<file path="src/rtl/bcd2b_pkg.sv">
// Shared types and helpers for the multi-digit BCD-to-binary sequencer.
package bcd2b_pkg;

    typedef enum logic [1:0] {
        IDLE,
        CONV,
        DONE
    } state_t;

    localparam int BCD_DIGIT_W   = 4;
    localparam int BCD_MAX_DIGIT = 9;

    // Wide enough for 8 digits (10^8 < 2^27); callers cast to their own width.
    localparam int ACC_MAX_W = 32;

    function automatic logic [ACC_MAX_W-1:0] mul10(input logic [ACC_MAX_W-1:0] acc);
        return (acc << 3) + (acc << 1);
    endfunction

endpackage

</file>
<file path="src/rtl/bcd2b.sv">
// Single-digit BCD decoder: passes a decimal nibble through, flags anything above 9.
module bcd2b
    import bcd2b_pkg::*;
(
    input  logic [3:0] bcd,
    output logic [3:0] bin,
    output logic       invalid
);

    always_comb begin
        invalid = (bcd > 4'(BCD_MAX_DIGIT));
        bin     = invalid ? '0 : bcd;
    end

endmodule

</file>
<file path="src/rtl/bcd2b_ctrl.sv">
// Converts a packed multi-digit BCD word to binary, one digit per clock, MSD first,
// using a single bcd2b decoder and a shift-add accumulator.
module bcd2b_ctrl
    import bcd2b_pkg::*;
#(
    parameter int DIGITS = 4,
    parameter int OUT_W  = 14
) (
    input  logic                          clk,
    input  logic                          rst,
    input  logic                          in_valid,
    output logic                          in_ready,
    input  logic [BCD_DIGIT_W*DIGITS-1:0] in_bcd,
    output logic                          out_valid,
    input  logic                          out_ready,
    output logic [OUT_W-1:0]              out_bin,
    output logic                          out_invalid,
    output logic                          busy
);

    localparam int BCD_W = BCD_DIGIT_W * DIGITS;
    localparam int CNT_W = (DIGITS > 1) ? $clog2(DIGITS) : 1;
    localparam logic [CNT_W-1:0] LAST_CNT = CNT_W'(DIGITS - 1);

    state_t            state, state_next;
    logic [BCD_W-1:0]  shreg;
    logic [OUT_W-1:0]  acc, acc_next;
    logic [CNT_W-1:0]  cnt;
    logic              inv, inv_next;
    logic [3:0]        dig_bin, digit;
    logic              dig_invalid;
    logic              last_digit;

    bcd2b u_digit (
        .bcd     (shreg[BCD_W-1 -: BCD_DIGIT_W]),
        .bin     (dig_bin),
        .invalid (dig_invalid)
    );

    always_comb begin
        digit      = dig_invalid ? '0 : dig_bin;
        acc_next   = OUT_W'(mul10(ACC_MAX_W'(acc))) + OUT_W'(digit);
        inv_next   = inv | dig_invalid;
        last_digit = (cnt == LAST_CNT);
    end

    always_ff @(posedge clk) begin
        if (rst) state <= IDLE;
        else     state <= state_next;
    end

    always_comb begin
        state_next = state;
        in_ready   = 1'b0;
        out_valid  = 1'b0;
        busy       = 1'b0;
        case (state)
            IDLE: begin
                in_ready = 1'b1;
                if (in_valid) state_next = CONV;
            end
            CONV: begin
                busy = 1'b1;
                if (last_digit) state_next = DONE;
            end
            DONE: begin
                busy      = 1'b1;
                out_valid = 1'b1;
                if (out_ready) state_next = IDLE;
            end
            default: state_next = IDLE;
        endcase
    end

    always_ff @(posedge clk) begin
        if (rst) begin
            shreg       <= '0;
            acc         <= '0;
            cnt         <= '0;
            inv         <= 1'b0;
            out_bin     <= '0;
            out_invalid <= 1'b0;
        end else begin
            case (state)
                IDLE: begin
                    if (in_valid) begin
                        shreg <= in_bcd;
                        acc   <= '0;
                        cnt   <= '0;
                        inv   <= 1'b0;
                    end
                end
                CONV: begin
                    acc   <= acc_next;
                    inv   <= inv_next;
                    shreg <= shreg << BCD_DIGIT_W;
                    cnt   <= cnt + 1'b1;
                    // Result is taken from the next-state values so the final digit is included.
                    if (last_digit) begin
                        out_bin     <= inv_next ? '0 : acc_next;
                        out_invalid <= inv_next;
                    end
                end
                default: ;
            endcase
        end
    end

endmodule

</file>
<file path="config.mk">
export PLATFORM = sky130hd
export DESIGN_NAME = bcd2b_ctrl
export DESIGN_NICKNAME = d
export VERILOG_FILES = /design/src/rtl/bcd2b_pkg.sv /design/src/rtl/bcd2b.sv /design/src/rtl/bcd2b_ctrl.sv
export SDC_FILE = /design/constraint.sdc
export NUM_CORES = 1
export LEC_CHECK = 0
export BUFFER_PORTS_ARGS = -buffer_cell sky130_fd_sc_hd__buf_2
export CAP_MARGIN = 40
export CORE_MARGIN = 5
export CORE_UTILIZATION = 55
export CTS_CLUSTER_SIZE = 8
export DETAILED_ROUTE_END_ITERATION = 12
export GPL_TIMING_DRIVEN = 0
export PLACE_DENSITY = 0.88
export SYNTH_ARGS = -nofsm -noshare
export SYNTH_HDL_FRONTEND = slang
export SYNTH_SLANG_ARGS = --single-unit
</file>
<file path="constraint.sdc">
create_clock -name clk -period 7.9 [get_ports clk]
set_clock_uncertainty 0.15 [all_clocks]
set_input_delay 0.79 -clock clk [delete_from_list [all_inputs] [get_ports clk]]
set_output_delay 0.79 -clock clk [all_outputs]
set_load 0.01 [all_outputs]
</file>
==> impl_summary.log, run 1 <==
[metrics] total count of max-transition violations in the final report: 0
[metrics] final cell count without fillers: 428
[metrics] met2 routing resource usage after global routing: 0.3695
[metrics] net count after synthesis: 365
[metrics] portion of synthesized cell area occupied by the leading cell type: 0.3535
[metrics] multi-input logic area: 1662 sq um
[metrics] Port Buffers: 36
[metrics] Period minus WS final: 2877 ps
[metrics] Design Power: 0.0005633 W
[metrics] hpwl dp: 4.828 mm
[metrics] number of instances in the synthesized netlist: 317
[metrics] Resized cells post-CTS: 0
[metrics] Die Wd: 81.04 um
[metrics] maximum fanout encountered on the critical timing path: 4
[metrics] outcome: completed
[metrics] # IOs: 38
[metrics] Die Span Y: 81.04 um
[metrics] TritonRoute pass-1 iters: 4
[metrics] final hold vios: 0
[metrics] TritonCTS clock tree: built
[metrics] critical path startpoint category: flip-flop
[metrics] num rows: 25
[metrics] pin count of the biggest net entering global routing: 16
[metrics] Max IR drop VDD: 120.3 uV
[metrics] antenna violations before repair: 0
[metrics] sequential share of the synthesized area: 0.3535
[metrics] H-tree levels: 2
[metrics] number of unique standard cell types used by synthesis: 45
[metrics] clock slew at reported path FFs: 90 ps
[metrics] GR Layer Usage met3: 0.03880
[metrics] number of enable-type register cells in the synthesized netlist: 0
[metrics] Congestion Overflow GR: 0
[metrics] remaining max-slew budget at the tightest pin: 0.4845
[metrics] unrepaired setup endpoints after global routing: no
[metrics] total of endpoints with negative setup slack in the final report: 0
[metrics] clock root buffer master: sky130_fd_sc_hd__clkbuf_8
[metrics] biggest area contributors in the synthesized netlist: sky130_fd_sc_hd__dfxtp_1, sky130_fd_sc_hd__ha_1, sky130_fd_sc_hd__mux2i_1, sky130_fd_sc_hd__nor2_1, sky130_fd_sc_hd__a211oi_1
[metrics] Die Outline Area: 6567 sq um
[metrics] Tightest Pin Transition: 769.1 ps
[metrics] total inserted antenna cells: 0
[metrics] max_cap viols: 0
[metrics] largest area contributor in the netlist: sky130_fd_sc_hd__dfxtp_1
[metrics] sum of negative setup slack: 0 ps
[metrics] share of cells above drive strength 1: 0.1496
[metrics] Post-CTS Hold Buffers: 0
[metrics] worst slack at placement: 5076 ps
[metrics] Peak Freq: 347.6 MHz
[metrics] post-synthesis async set-or-reset flop share: 0
[metrics] via count of the first global-routing pass: 2488
[metrics] type of the tightest min-delay check: flip-flop to flip-flop
[metrics] busiest grt layer: met2
[metrics] global router's overall resource usage: 0.2163
[metrics] worst-skew pair later-pin latency: 310 ps
[metrics] average wire per standard cell: 15.05 um
[metrics] synthesized area per cell: 8.754 sq um
[metrics] top_reg_cell synth: sky130_fd_sc_hd__dfxtp_1
[metrics] total number of vias: 2499
[metrics] first-pass GRT wire length: 11.12 mm
[metrics] number of routed nets with antenna violations: 0
[metrics] crit path capture type: flip-flop
[metrics] overall routed net length: 6.443 mm
[metrics] number of inserted filler cells in the final layout: 425
[metrics] post-synthesis to final-layout area growth: 13.53%
[metrics] DRC violation total after the first TritonRoute iteration: 226
[metrics] remaining routing DRC violations: 0
[metrics] Max Root-Sink Buffers: 2
[metrics] area inside the core boundary: 4817 sq um
[metrics] number of post-CTS setup repair buffers: 0
[metrics] yosys warns: 0
[metrics] register area: 980.9 sq um
[metrics] fin nets: 408
[metrics] PD cells: 178.8 nW/um^2
[metrics] synthesized flop and latch total: 49
[metrics] initial core utilization: 0.5761
[metrics] leakage power: 1.428 nW
[metrics] Crit path required time: 7950 ps
[metrics] kind of critical path: flip-flop to flip-flop
[metrics] number of placed instances with taps included: 420
[metrics] Final period util: 0.3641
[metrics] crit path DAT: 2930 ps
[metrics] global placement routability congestion: 0.8563
[metrics] Clock Sink Count: 49
[metrics] detailed-route vias per instance: 5.839
[metrics] cell area after synthesis: 2775 sq um
[metrics] Num CTS Buffers: 5
[metrics] met1 track utilization from global routing: 0.2673
[metrics] post-route worst setup slack: 5023 ps
[registers in the layout, indices dropped and copies added (netlist names)]
signal / flops
cnt: 2
out_invalid: 1
inv: 1
state: 2
acc: 13
out_bin: 14
shreg: 16
[routing by layer]
layer | part of all wire | routed length, um
met4 | 0.014 | 88
met1 | 0.43 | 2758
met2 | 0.50 | 3209
met3 | 0.060 | 387
met5 | 0 | 0
[power by group]
| group | total, W | switching, W | internal (W) |
|---|---|---|---|
| Combinational | 0.000109 | 0.0000671 | 0.0000416 |
| Clock | 0.000182 | 0.0000868 | 0.0000951 |
| Sequential | 0.000273 | 0.0000104 | 0.000262 |
| Total | 0.000563 | 0.000164 | 0.000399 |
[layout by cell type (no fill, tap or decap), drive strengths merged, types with 3 or more instances in the layout]
master  Yosys  routed
o21ai      10      10
a211oi     14      14
nor3       10      10
o21a        3       3
nand3      15      15
inv        12      12
a31oi       6       6
mux2i      17      17
buf         6      42
nand3b      3       3
a21o        6       6
nor2       36      36
ha         26      26
a22oi       7       7
a32oi       3       3
xnor2       3       3
or3         8       8
dfxtp      49      49
clkbuf     13      19
nand4b      4       4
a21oi      21      21
nor2b       3       3
nand2      19      19
[cell type report]
class	count	area share
flip-flops and latches	49	0.3114
clock buffers	6	0.02303
inverters	12	0.01430
plain buffers	19	0.02780
clock inverters	2	0.01231
well taps	67	0.02661
repair buffers	36	0.05719
multi-input cells	237	0.5274
[synth_stat cells (all sizes together), types with 2 or more instances]
| library cell | n |
|---|---|
| a2111o | 2 |
| a211o | 2 |
| a211oi | 14 |
| a21o | 6 |
| a21oi | 21 |
| a22oi | 7 |
| a31oi | 6 |
| a32o | 2 |
| a32oi | 3 |
| and4 | 2 |
| buf | 6 |
| clkbuf | 13 |
| dfxtp | 49 |
| fa | 2 |
| ha | 26 |
| inv | 12 |
| mux2i | 17 |
| nand2 | 19 |
| nand3 | 15 |
| nand3b | 3 |
| nand4 | 2 |
| nand4b | 4 |
| nor2 | 36 |
| nor2b | 3 |
| nor3 | 10 |
| o21a | 3 |
| o21ai | 10 |
| o31ai | 2 |
| or3 | 8 |
| xnor2 | 3 |
[path summary, 6_finish.rpt]
path / depth (start not counted) / slack (ps) / to / start
worst max-delay path: 9 / 5020 / out_bin[10]$_SDFFE_PP0P_ / shreg[13]$_SDFFE_PP0P_
worst min-delay path: 2 / 300 / out_bin[13]$_SDFFE_PP0P_ / out_bin[13]$_SDFFE_PP0P_
worst max register to register: 9 / 5020 / out_bin[10]$_SDFFE_PP0P_ / shreg[13]$_SDFFE_PP0P_
worst min register to register: 2 / 300 / out_bin[13]$_SDFFE_PP0P_ / out_bin[13]$_SDFFE_PP0P_
[cell families (layout without fill, tap and decap cells)]
family | count (synthesis) | after routing | share of synthesized area
flip-flops | 49 | 49 | 0.3535
XOR/XNOR | 4 | 4 | 0.01263
AO/OA/AOI/OAI | 82 | 82 | 0.2042
buffers and inverters | 31 | 75 | 0.04779
AND/OR/NAND/NOR | 106 | 106 | 0.1889
adder cells (fa/ha/maj) | 28 | 28 | 0.1316
multiplexers | 17 | 17 | 0.06132
[worst max-delay path, cell delays in order, from the launching register on]
cell and delay [ps]:
sky130_fd_sc_hd__dfxtp_1 340, sky130_fd_sc_hd__nor2_1 110, sky130_fd_sc_hd__nand2_1 70, sky130_fd_sc_hd__fa_1 480
sky130_fd_sc_hd__fa_1 480, sky130_fd_sc_hd__nor2b_1 240, sky130_fd_sc_hd__o2111ai_1 190, sky130_fd_sc_hd__a21oi_1 310
sky130_fd_sc_hd__o21ai_0 150, sky130_fd_sc_hd__a32o_1 260
[stage by stage]
step	utilization	hold WS (ps)	cell area, sq um
6_report	0.6540	302.0	3151
2_1_floorplan	-	301.6	2775
3_5_place_dp	0.6309	288.6	3039
4_1_cts	0.6540	306.9	3151
3_3_place_gp	0.6309	280.1	3039
5_1_grt	0.6540	343.9	3151
Note: power is estimated with default switching activity, not from simulation.
==> run 2: changes to the inputs <==
- clock period: 7.9 -> 2.65 ns (I/O delays scaled with it)
==> run 2 against run 1 <==
The flow now finishes with violations (setup timing). Global-route usage up 0.49 points. Core utilization up 3.9 points. Sequential share of layout area down 1.6 points. Critical path type unchanged.
==> impl_summary.log, run 2 (same netlist as run 1, synthesis figures left out) <==
[metrics] global router's overall resource usage: 0.2212
[metrics] worst-skew pair later-pin latency: 320 ps
[metrics] # IOs: 38
[metrics] number of placed instances with taps included: 420
[metrics] DRC violation total after the first TritonRoute iteration: 294
[metrics] multi-input logic area: 1778 sq um
[metrics] sum of negative setup slack: -408.4 ps
[metrics] share of cells above drive strength 1: 0.2297
[metrics] outcome: finished, violations left
[metrics] total number of vias: 2644
[metrics] global placement routability congestion: 0.8563
[metrics] TritonCTS clock tree: built
[metrics] Clock Sink Count: 49
[metrics] cell chain of the critical path: nor2_2, nand2_1, fa_1, inv_1, ha_1, a21o_1, buf_4, and4_1, or3_4, a32oi_1, nor2_1
[metrics] first-pass GRT wire length: 11.38 mm
[metrics] Max IR drop VDD: 359.4 uV
[metrics] post-synthesis to final-layout area growth: 20.33%
[metrics] reg2reg start: shreg[14]$_SDFFE_PP0P_
[metrics] pin count of the biggest net entering global routing: 16
[metrics] Post-CTS Hold Buffers: 0
[metrics] post-route worst setup slack: -146.7 ps
[metrics] crit path from: shreg[14]$_SDFFE_PP0P_
[metrics] Final period util: 1.055
[metrics] Peak Freq: 357.6 MHz
[metrics] remaining max-slew budget at the tightest pin: 0.4644
[metrics] clock root buffer master: sky130_fd_sc_hd__clkbuf_8
[metrics] fin nets: 417
[metrics] crit path DAT: 2850 ps
[metrics] Tightest Pin Transition: 799.0 ps
[metrics] leakage power: 1.466 nW
[metrics] total inserted antenna cells: 0
[metrics] total count of max-transition violations in the final report: 0
[metrics] Die Span Y: 81.04 um
[metrics] number of routed nets with antenna violations: 0
[metrics] Period minus WS final: 2797 ps
[metrics] crit path capture type: flip-flop
[metrics] source of the worst hold timing path: in_bcd[2]
[metrics] total of endpoints with negative setup slack in the final report: 7
[metrics] failing checks: setup timing
[metrics] maximum fanout encountered on the critical timing path: 3
[metrics] max_cap viols: 0
[metrics] register bank with the most flops: shreg
[metrics] remaining routing DRC violations: 0
[metrics] Port Buffers: 36
[metrics] most common cell after layout, fill and taps aside: sky130_fd_sc_hd__dfxtp_1
[metrics] Design Power: 0.001732 W
[metrics] final hold vios: 0
[metrics] Crit path required time: 2700 ps
[metrics] antenna violations before repair: 0
[metrics] hpwl dp: 4.828 mm
[metrics] final cell count without fillers: 437
[metrics] critical path startpoint category: flip-flop
[metrics] overall routed net length: 7.200 mm
[metrics] initial core utilization: 0.5761
[metrics] average wire per standard cell: 16.48 um
[metrics] Slowest cell on crit path: sky130_fd_sc_hd__fa_1
[metrics] Max Root-Sink Buffers: 2
[metrics] num rows: 25
[metrics] H-tree levels: 2
[metrics] Congestion Overflow GR: 0
[metrics] biggest regs: shreg x16, out_bin x14, acc x13
[metrics] detailed-route vias per instance: 6.050
[metrics] type of the tightest min-delay check: primary input to flip-flop
[metrics] Num CTS Buffers: 5
[metrics] TritonRoute pass-1 iters: 5
[metrics] Die Wd: 81.04 um
[metrics] most frequent cells in the layout: sky130_fd_sc_hd__dfxtp_1, sky130_fd_sc_hd__buf_2, sky130_fd_sc_hd__nor2_1
[metrics] register area: 985.9 sq um
[metrics] unrepaired setup endpoints after global routing: yes
[metrics] PD cells: 518.7 nW/um^2
[metrics] Die Outline Area: 6567 sq um
[metrics] number of inserted filler cells in the final layout: 382
[metrics] max incr delay on CP: 520 ps
[metrics] clock slew at reported path FFs: 100 ps
[metrics] number of flip-flops in the largest register: 16
[metrics] area inside the core boundary: 4817 sq um
[metrics] kind of critical path: flip-flop to flip-flop
[metrics] via count of the first global-routing pass: 2525
-- run 2: final timing paths --
path	to	slack [ps]	depth (start not counted)
worst max register to register	out_bin[7]$_SDFFE_PP0P_	-150	11
worst min register to register	out_bin[13]$_SDFFE_PP0P_	300	2
worst max-delay path	out_bin[7]$_SDFFE_PP0P_	-150	11
worst min-delay path	shreg[2]$_SDFFE_PP0P_	100	3
-- run 2: routing by layer --
layer  global-route usage  share of wire  vias up
met3              0.03880          0.070       18
met5                    0              0        -
met1               0.2730           0.42     1240
met2               0.3777           0.48      117
li1                     -              -     1269
met4              0.09459          0.026        0
-- run 2: critical path, delay by kind of cell, from the launching register on --
family                     cells  cell delay, ps
AOI/OAI and AO/OA              2             430
adders and majority gates      2             790
and+or+nand+nor                5             790
DFF                            1             340
buffers and inverters          2             190
-- run 2: what timing repair did --
| action | CTS | global route |
|---|---|---|
| setup buffers | 4 | 5 |
| gates cloned | 0 | 0 |
| resized for setup | 6 | 23 |
| endpoints found under the setup margin | 8 | 15 |
| pin swaps | 14 | 14 |
-- run 2: final cells by class --
type	instances	area share
plain buffers	19	0.02623
clock buffers	6	0.02173
well taps	67	0.02510
flip-flops and latches	49	0.2952
multi-input cells	237	0.5324
inverters	12	0.01349
repair buffers	45	0.07419
clock inverters	2	0.01161
-- run 2: metrics by stage --
stage	hold slack, ps	setup slack, ps	instance area [sq um]	util
2_1_floorplan	301.6	67.36	2775	-
3_3_place_gp	280.1	-131.3	3039	0.6309
3_5_place_dp	288.6	-174.3	3039	0.6309
4_1_cts	105.8	-55.73	3199	0.6642
5_1_grt	129.3	-219.6	3339	0.6932
6_report	103.9	-146.7	3339	0.6932
-- run 2: report_power, final --
part	leakage, nW	total [W]	switching [W]	internal, W
Combinational	1.01	0.000368	0.000217	0.000151
Clock	0.0554	0.000547	0.000263	0.000284
Sequential	0.400	0.000818	0.0000338	0.000784
